$ cat src/rtl/tap_block_loader.sv
// Lynx TAP image loader: parses quoted-name blocks from the ioctl stream and writes payloads to RAM.
// Optional TAP_FORCED_LOAD_EN: ignore header load address and load every block at FORCED_LOAD.
module tap_block_loader #(
  parameter int unsigned ADDR_W      = 16,
  parameter int unsigned LEN_W       = 16,
  parameter int unsigned LEN_ADJ     = 0,
  parameter logic [7:0]  MARK        = 8'h22,
  parameter logic [15:0] FORCED_LOAD = 16'h694D
) (
  input  logic              clk,
  input  logic              reset_n,
  input  logic              ioctl_download,
  input  logic              ioctl_wr,
  input  logic [24:0]       ioctl_addr,
  input  logic [7:0]        ioctl_dout,
  output logic              ioctl_wait,
  output logic [ADDR_W-1:0] mem_addr,
  output logic [7:0]        mem_dout,
  output logic              mem_wr,
  input  logic              mem_ready,
  output logic [7:0]        file_type,
  output logic [ADDR_W-1:0] exec_addr,
  output logic [7:0]        block_count,
  output logic              done,
  output logic              error,
  output logic [1:0]        err_code
);

  typedef enum logic [3:0] {
    S_IDLE, S_NAME, S_TYPE, S_LEN_LO, S_LEN_HI, S_LOAD_LO, S_LOAD_HI,
    S_EXEC_LO, S_EXEC_HI, S_DATA, S_CHECK, S_TRAIL, S_ERR
  } state_e;

  state_e            state_q;
  logic              dl_q;
  logic [7:0]        len_lo_q;
  logic [7:0]        exec_lo_q;
  logic [7:0]        sum_q;
  logic [LEN_W-1:0]  count_q;
  logic [ADDR_W-1:0] ptr_q;
  logic [ADDR_W-1:0] mem_addr_q;
  logic [7:0]        mem_dout_q;
  logic              mem_wr_q;
  logic [7:0]        file_type_q;
  logic [ADDR_W-1:0] exec_addr_q;
  logic [7:0]        block_count_q;
  logic              done_q;
  logic              error_q;
  logic [1:0]        err_code_q;

  logic              dl_rise;
  logic              dl_fall;
  logic              accept;
  logic [LEN_W-1:0]  count_d;
  logic [ADDR_W-1:0] ptr_d;
  logic [ADDR_W-1:0] exec_addr_d;
  logic              unused_ioctl_addr;

  assign unused_ioctl_addr = ^ioctl_addr;

  assign ioctl_wait = mem_wr_q && !mem_ready;
  assign dl_rise    = ioctl_download && !dl_q;
  assign dl_fall    = !ioctl_download && dl_q;
  assign accept     = ioctl_download && ioctl_wr && !ioctl_wait;

  assign count_d     = LEN_W'({ioctl_dout, len_lo_q}) - LEN_W'(LEN_ADJ);
  assign exec_addr_d = ADDR_W'({ioctl_dout, exec_lo_q});

`ifdef TAP_FORCED_LOAD_EN
  assign ptr_d = ADDR_W'(FORCED_LOAD);
`else
  logic [7:0] load_lo_q;
  assign ptr_d = ADDR_W'({ioctl_dout, load_lo_q});

  always_ff @(posedge clk or negedge reset_n) begin
    if (!reset_n) begin
      load_lo_q <= '0;
    end else if (accept && !dl_rise && state_q == S_LOAD_LO) begin
      load_lo_q <= ioctl_dout;
    end
  end
`endif

  always_ff @(posedge clk or negedge reset_n) begin
    if (!reset_n) begin
      state_q       <= S_IDLE;
      dl_q          <= 1'b0;
      len_lo_q      <= '0;
      exec_lo_q     <= '0;
      sum_q         <= '0;
      count_q       <= '0;
      ptr_q         <= '0;
      mem_addr_q    <= '0;
      mem_dout_q    <= '0;
      mem_wr_q      <= 1'b0;
      file_type_q   <= '0;
      exec_addr_q   <= '0;
      block_count_q <= '0;
      done_q        <= 1'b0;
      error_q       <= 1'b0;
      err_code_q    <= '0;
    end else begin
      dl_q <= ioctl_download;

      // A pending write always retires on mem_ready, independent of download edges.
      if (mem_wr_q && mem_ready) begin
        mem_wr_q <= 1'b0;
      end

      if (dl_rise) begin
        done_q        <= 1'b0;
        error_q       <= 1'b0;
        err_code_q    <= '0;
        block_count_q <= '0;
        state_q       <= S_IDLE;
      end else if (dl_fall) begin
        if (state_q == S_IDLE) begin
          if (block_count_q != '0 && !error_q) begin
            done_q <= 1'b1;
          end
        end else if (state_q != S_ERR) begin
          error_q    <= 1'b1;
          err_code_q <= 2'd2;
          state_q    <= S_ERR;
        end
      end else if (accept) begin
        case (state_q)
          S_IDLE: begin
            if (ioctl_dout == MARK) state_q <= S_NAME;
          end
          S_NAME: begin
            if (ioctl_dout == MARK) state_q <= S_TYPE;
          end
          S_TYPE: begin
            file_type_q <= ioctl_dout;
            state_q     <= S_LEN_LO;
          end
          S_LEN_LO: begin
            len_lo_q <= ioctl_dout;
            state_q  <= S_LEN_HI;
          end
          S_LEN_HI: begin
            count_q <= count_d;
            state_q <= S_LOAD_LO;
          end
          S_LOAD_LO: begin
            state_q <= S_LOAD_HI;
          end
          S_LOAD_HI: begin
            ptr_q   <= ptr_d;
            state_q <= S_EXEC_LO;
          end
          S_EXEC_LO: begin
            exec_lo_q <= ioctl_dout;
            state_q   <= S_EXEC_HI;
          end
          S_EXEC_HI: begin
            exec_addr_q <= exec_addr_d;
            sum_q       <= '0;
            state_q     <= (count_q == '0) ? S_CHECK : S_DATA;
          end
          S_DATA: begin
            mem_addr_q <= ptr_q;
            mem_dout_q <= ioctl_dout;
            mem_wr_q   <= 1'b1;
            ptr_q      <= ptr_q + ADDR_W'(1);
            sum_q      <= sum_q + ioctl_dout;
            count_q    <= count_q - LEN_W'(1);
            if (count_q == LEN_W'(1)) state_q <= S_CHECK;
          end
          S_CHECK: begin
            if (ioctl_dout != sum_q) begin
              error_q    <= 1'b1;
              err_code_q <= 2'd1;
              state_q    <= S_ERR;
            end else begin
              state_q <= S_TRAIL;
            end
          end
          S_TRAIL: begin
            if (block_count_q != 8'hFF) block_count_q <= block_count_q + 8'd1;
            state_q <= S_IDLE;
          end
          default: begin
          end
        endcase
      end
    end
  end

  assign mem_addr    = mem_addr_q;
  assign mem_dout    = mem_dout_q;
  assign mem_wr      = mem_wr_q;
  assign file_type   = file_type_q;
  assign exec_addr   = exec_addr_q;
  assign block_count = block_count_q;
  assign done        = done_q;
  assign error       = error_q;
  assign err_code    = err_code_q;

endmodule

$ cat config.mk
export PLATFORM = sky130hd
export DESIGN_NAME = tap_block_loader
export DESIGN_NICKNAME = d
export VERILOG_FILES = /design/src/rtl/tap_block_loader.sv
export SDC_FILE = /design/constraint.sdc
export NUM_CORES = 1
export LEC_CHECK = 0
export BUFFER_PORTS_ARGS = -buffer_cell sky130_fd_sc_hd__buf_2
export CORE_MARGIN = 2
export CORE_UTILIZATION = 40
export CTS_CLUSTER_SIZE = 10
export DETAILED_ROUTE_END_ITERATION = 12
export HOLD_SLACK_MARGIN = 0.12
export SYNTH_ARGS = -nofsm -noshare
export SYNTH_HDL_FRONTEND = slang
export SYNTH_SLANG_ARGS = --single-unit
export TNS_END_PERCENT = 1
$ cat constraint.sdc
create_clock -name clk -period 3.1 [get_ports clk]
set_input_delay 0.62 -clock clk [delete_from_list [all_inputs] [get_ports clk]]
set_output_delay 0.62 -clock clk [all_outputs]
set_load 0.05 [all_outputs]
==> flow_summary.yaml <==
final_layout:
  syn_to_final_growth_pct: 19.9
  nets: 748
  fin_area_mm2: 0.00782
  utilization_pct: 49.1
  diodes: 0
  layout-drive-gt1-share_pct: 30.8
sta:
  fin_crit_sh_pct: 82.6
  rsz0062_at_grt: "no"
  hold_viol_final: 0
  fin_skew_ns: 0.00727
  layout_min_cycle_time_ns: 2.56
  tightest_slew_ns: 0.642
  tns_ns: 0
  timing_max_transition_violations_final: 0
  slew_headroom_pct: 57.0
  layout_setup_ws_ns: 0.539
  setup_viol: 0
  fmax_mhz: 391
global_routing:
  grtUsageTotal_pct: 19.7
  grt_antenna_before_repair: 0
  grt_pass1_wl_mm: 27.4
  grt_max_degree: 60
  grt_pass1_vias: 5173
  gr-total-overflow: 0
run_status:
  status: "finished clean"
synthesis:
  syn_avg_cell_area_um2: 10.8
  synth_top_area_share_pct: 49.9
  ys_seq_area_share_pct: 49.9
  synth-main-ff-cell: "dfrtp_1"
  synth_area_mm2: 0.00653
  yosysMostFrequentCell: "dfrtp_1"
  synth_seq_cells: 130
  syn_nets: 661
  yosysTopAreaCell: "dfrtp_1"
  async_reset_ff_share_pct: 100
  synth_cell_types: 75
  ys_top_cells_by_count: "dfrtp_1 (130), mux2_2 (75), a21oi_1 (41)"
  ys_top_cells_by_area: "dfrtp_1 (50%), mux2_2 (13%), ha_1 (3.5%)"
  ys_warn_count: 0
  syn_inst: 604
  synth_edf_count: 0
critical_path:
  cp_max_fo: 10
  cp-end-kind: "register"
  critPathLaunchType: "register"
  crit_required_ns: 3.44
  critical_path_class: "reg -> reg"
  worstReg2RegStart: "state_q[2]$_DFFE_PN0P_"
  crit_arrival_ns: 2.90
  r2r_end: "block_count[3]$_DFFE_PN0P_"
  setup.worst_path.start: "state_q[2]$_DFFE_PN0P_"
  ff2ff_path_depth: 7
  reg2reg_slack_ns: 0.54
clock_tree:
  cts-root-buf: "clkbuf_16"
  clk_latency_ns: 0.42
  clock-sinks: 130
  cts.htree.levels: 4
  clk_pin_slew_ns: 0.06
  cts_made_buffers: 17
  holdBufCountCts: 0
  cts_resized: 0
  postCtsSetupRepairBufs: 0
  cts_max_path_buffers: 2
  cts_tree: "yes"
pwr:
  finalPower_mw: 7.24
  leakagePower_nw: 3.69
  power.density_mw_per_mm2: 925
  ir_worst_vdd_v: 0.000620
routing:
  ant_nets: 0
  m1WireLength_mm: 7.45
  highest_layer: "met4"
  dr_wl_met3_mm: 1.07
  drc: 0
  wl_per_cell_um: 18.0
  drtIter0Drc: 295
  vias: 5174
  via_per_inst: 5.62
  drt_wl_total_mm: 16.5
  firstDrtPassIters: 5
  wl_met2_mm: 7.85
floorplan:
  start_util_pct: 40.9
  core_area_mm2: 0.0159
  pin_count: 100
  num_rows: 46
  die_w_um: 132
  die_h_um: 132
  die-area_mm2: 0.0174
place:
  dpl-instance-area_mm2: 0.00725
  port_buffers: 74
  gp_congestion: 0.864
  hpwl_mm: 11.2
  place_ws_ns: 0.308
min_path:
  min_path_type: "in -> async"
job:
  maxCapViolCount: 0
[cell families after synthesis]
group	after synthesis	share of synthesized area, %
multiplexers	80	13.7
buffers and inverters	48	2.95
flip-flops	130	49.9
adder cells (fa/ha/maj)	19	3.76
XOR/XNOR	5	0.671
AO/OA/AOI/OAI	154	15.6
AND/OR/NAND/NOR	168	13.5
[state kept, by name (all words and copies together), names as in the netlist]
name and flops:
block_count 8, count_q 16, dl_q 1, done 1, err_code 2, error 1, exec_addr 16, exec_lo_q 8
file_type 8, len_lo_q 8, load_lo_q 8, mem_addr 16, mem_dout 8, mem_wr 1, ptr_q 16, state_q 4
sum_q 8
[area by class of cell]
type	count	area (um2)
clock buffer	23	468
inverter	18	67.6
sequential	130	3250
timing repair buffer	98	566
tap	216	270
fill	1501	8120
clock inverter	9	106
multi-input combinational	426	3090
[worst max-delay path, cell delays in order (launching register included)]
cell	delay [ns]
dfrtp_1	0.41
inv_1	0.12
ha_1	0.38
inv_2	0.08
or4_4	0.55
o21ba_1	0.29
or4_1	0.51
a21boi_1	0.16
[through the flow]
step                hold slack (ns)  std cells
floorplan                     0.324        604
global placement              0.483        888
detailed placement            0.488        888
CTS                           0.156        920
global route                  0.185        920
finish                        0.148        920
[worst max path at each step]
stage	to	slack, ns	depth (start not counted)
global route	block_count[4]$_DFFE_PN0P_	0.37	7
finish	block_count[3]$_DFFE_PN0P_	0.54	7
global placement	err_code[1]$_DFFE_PN0P_	0.31	8
CTS	block_count[3]$_DFFE_PN0P_	0.52	7
detailed placement	err_code[1]$_DFFE_PN0P_	0.31	8
floorplan	exec_addr[10]$_DFFE_PN0P_	0.63	8
[where the power goes]
part	internal (mW)	switching, mW
Clock	1.22	0.723
Combinational	0.905	1.66
Sequential	2.25	0.477
Total	4.38	2.86
[routing by layer]
metal / global-route usage, % / vias to the layer above
met4: 5.86 / 0
met3: 5.09 / 15
met2: 31.0 / 177
li1: - / 2424
met5: 0 / -
met1: 27.0 / 2558
[layout by cell type, fill, tap and decap left out, drive strengths merged, types with 4 or more instances in the layout]
master | Yosys | final
clkbuf | 27 | 23
o22ai | 4 | 4
a22o | 9 | 9
o31ai | 7 | 7
nor3b | 4 | 4
mux2i | 5 | 5
xor2 | 4 | 4
ha | 18 | 18
nand4 | 7 | 7
nand2b | 10 | 10
mux2 | 75 | 75
a22oi | 4 | 4
buf | 3 | 98
nor3 | 18 | 18
inv | 18 | 18
or3 | 6 | 6
nor2 | 34 | 34
or4 | 4 | 4
dfrtp | 130 | 130
nor4 | 8 | 8
nand3 | 23 | 23
o41ai | 4 | 4
clkinv | 0 | 4
o21ai | 41 | 41
or2 | 4 | 4
nand2 | 38 | 38
a21oi | 41 | 41
Note: power is estimated with default switching activity, not from simulation.
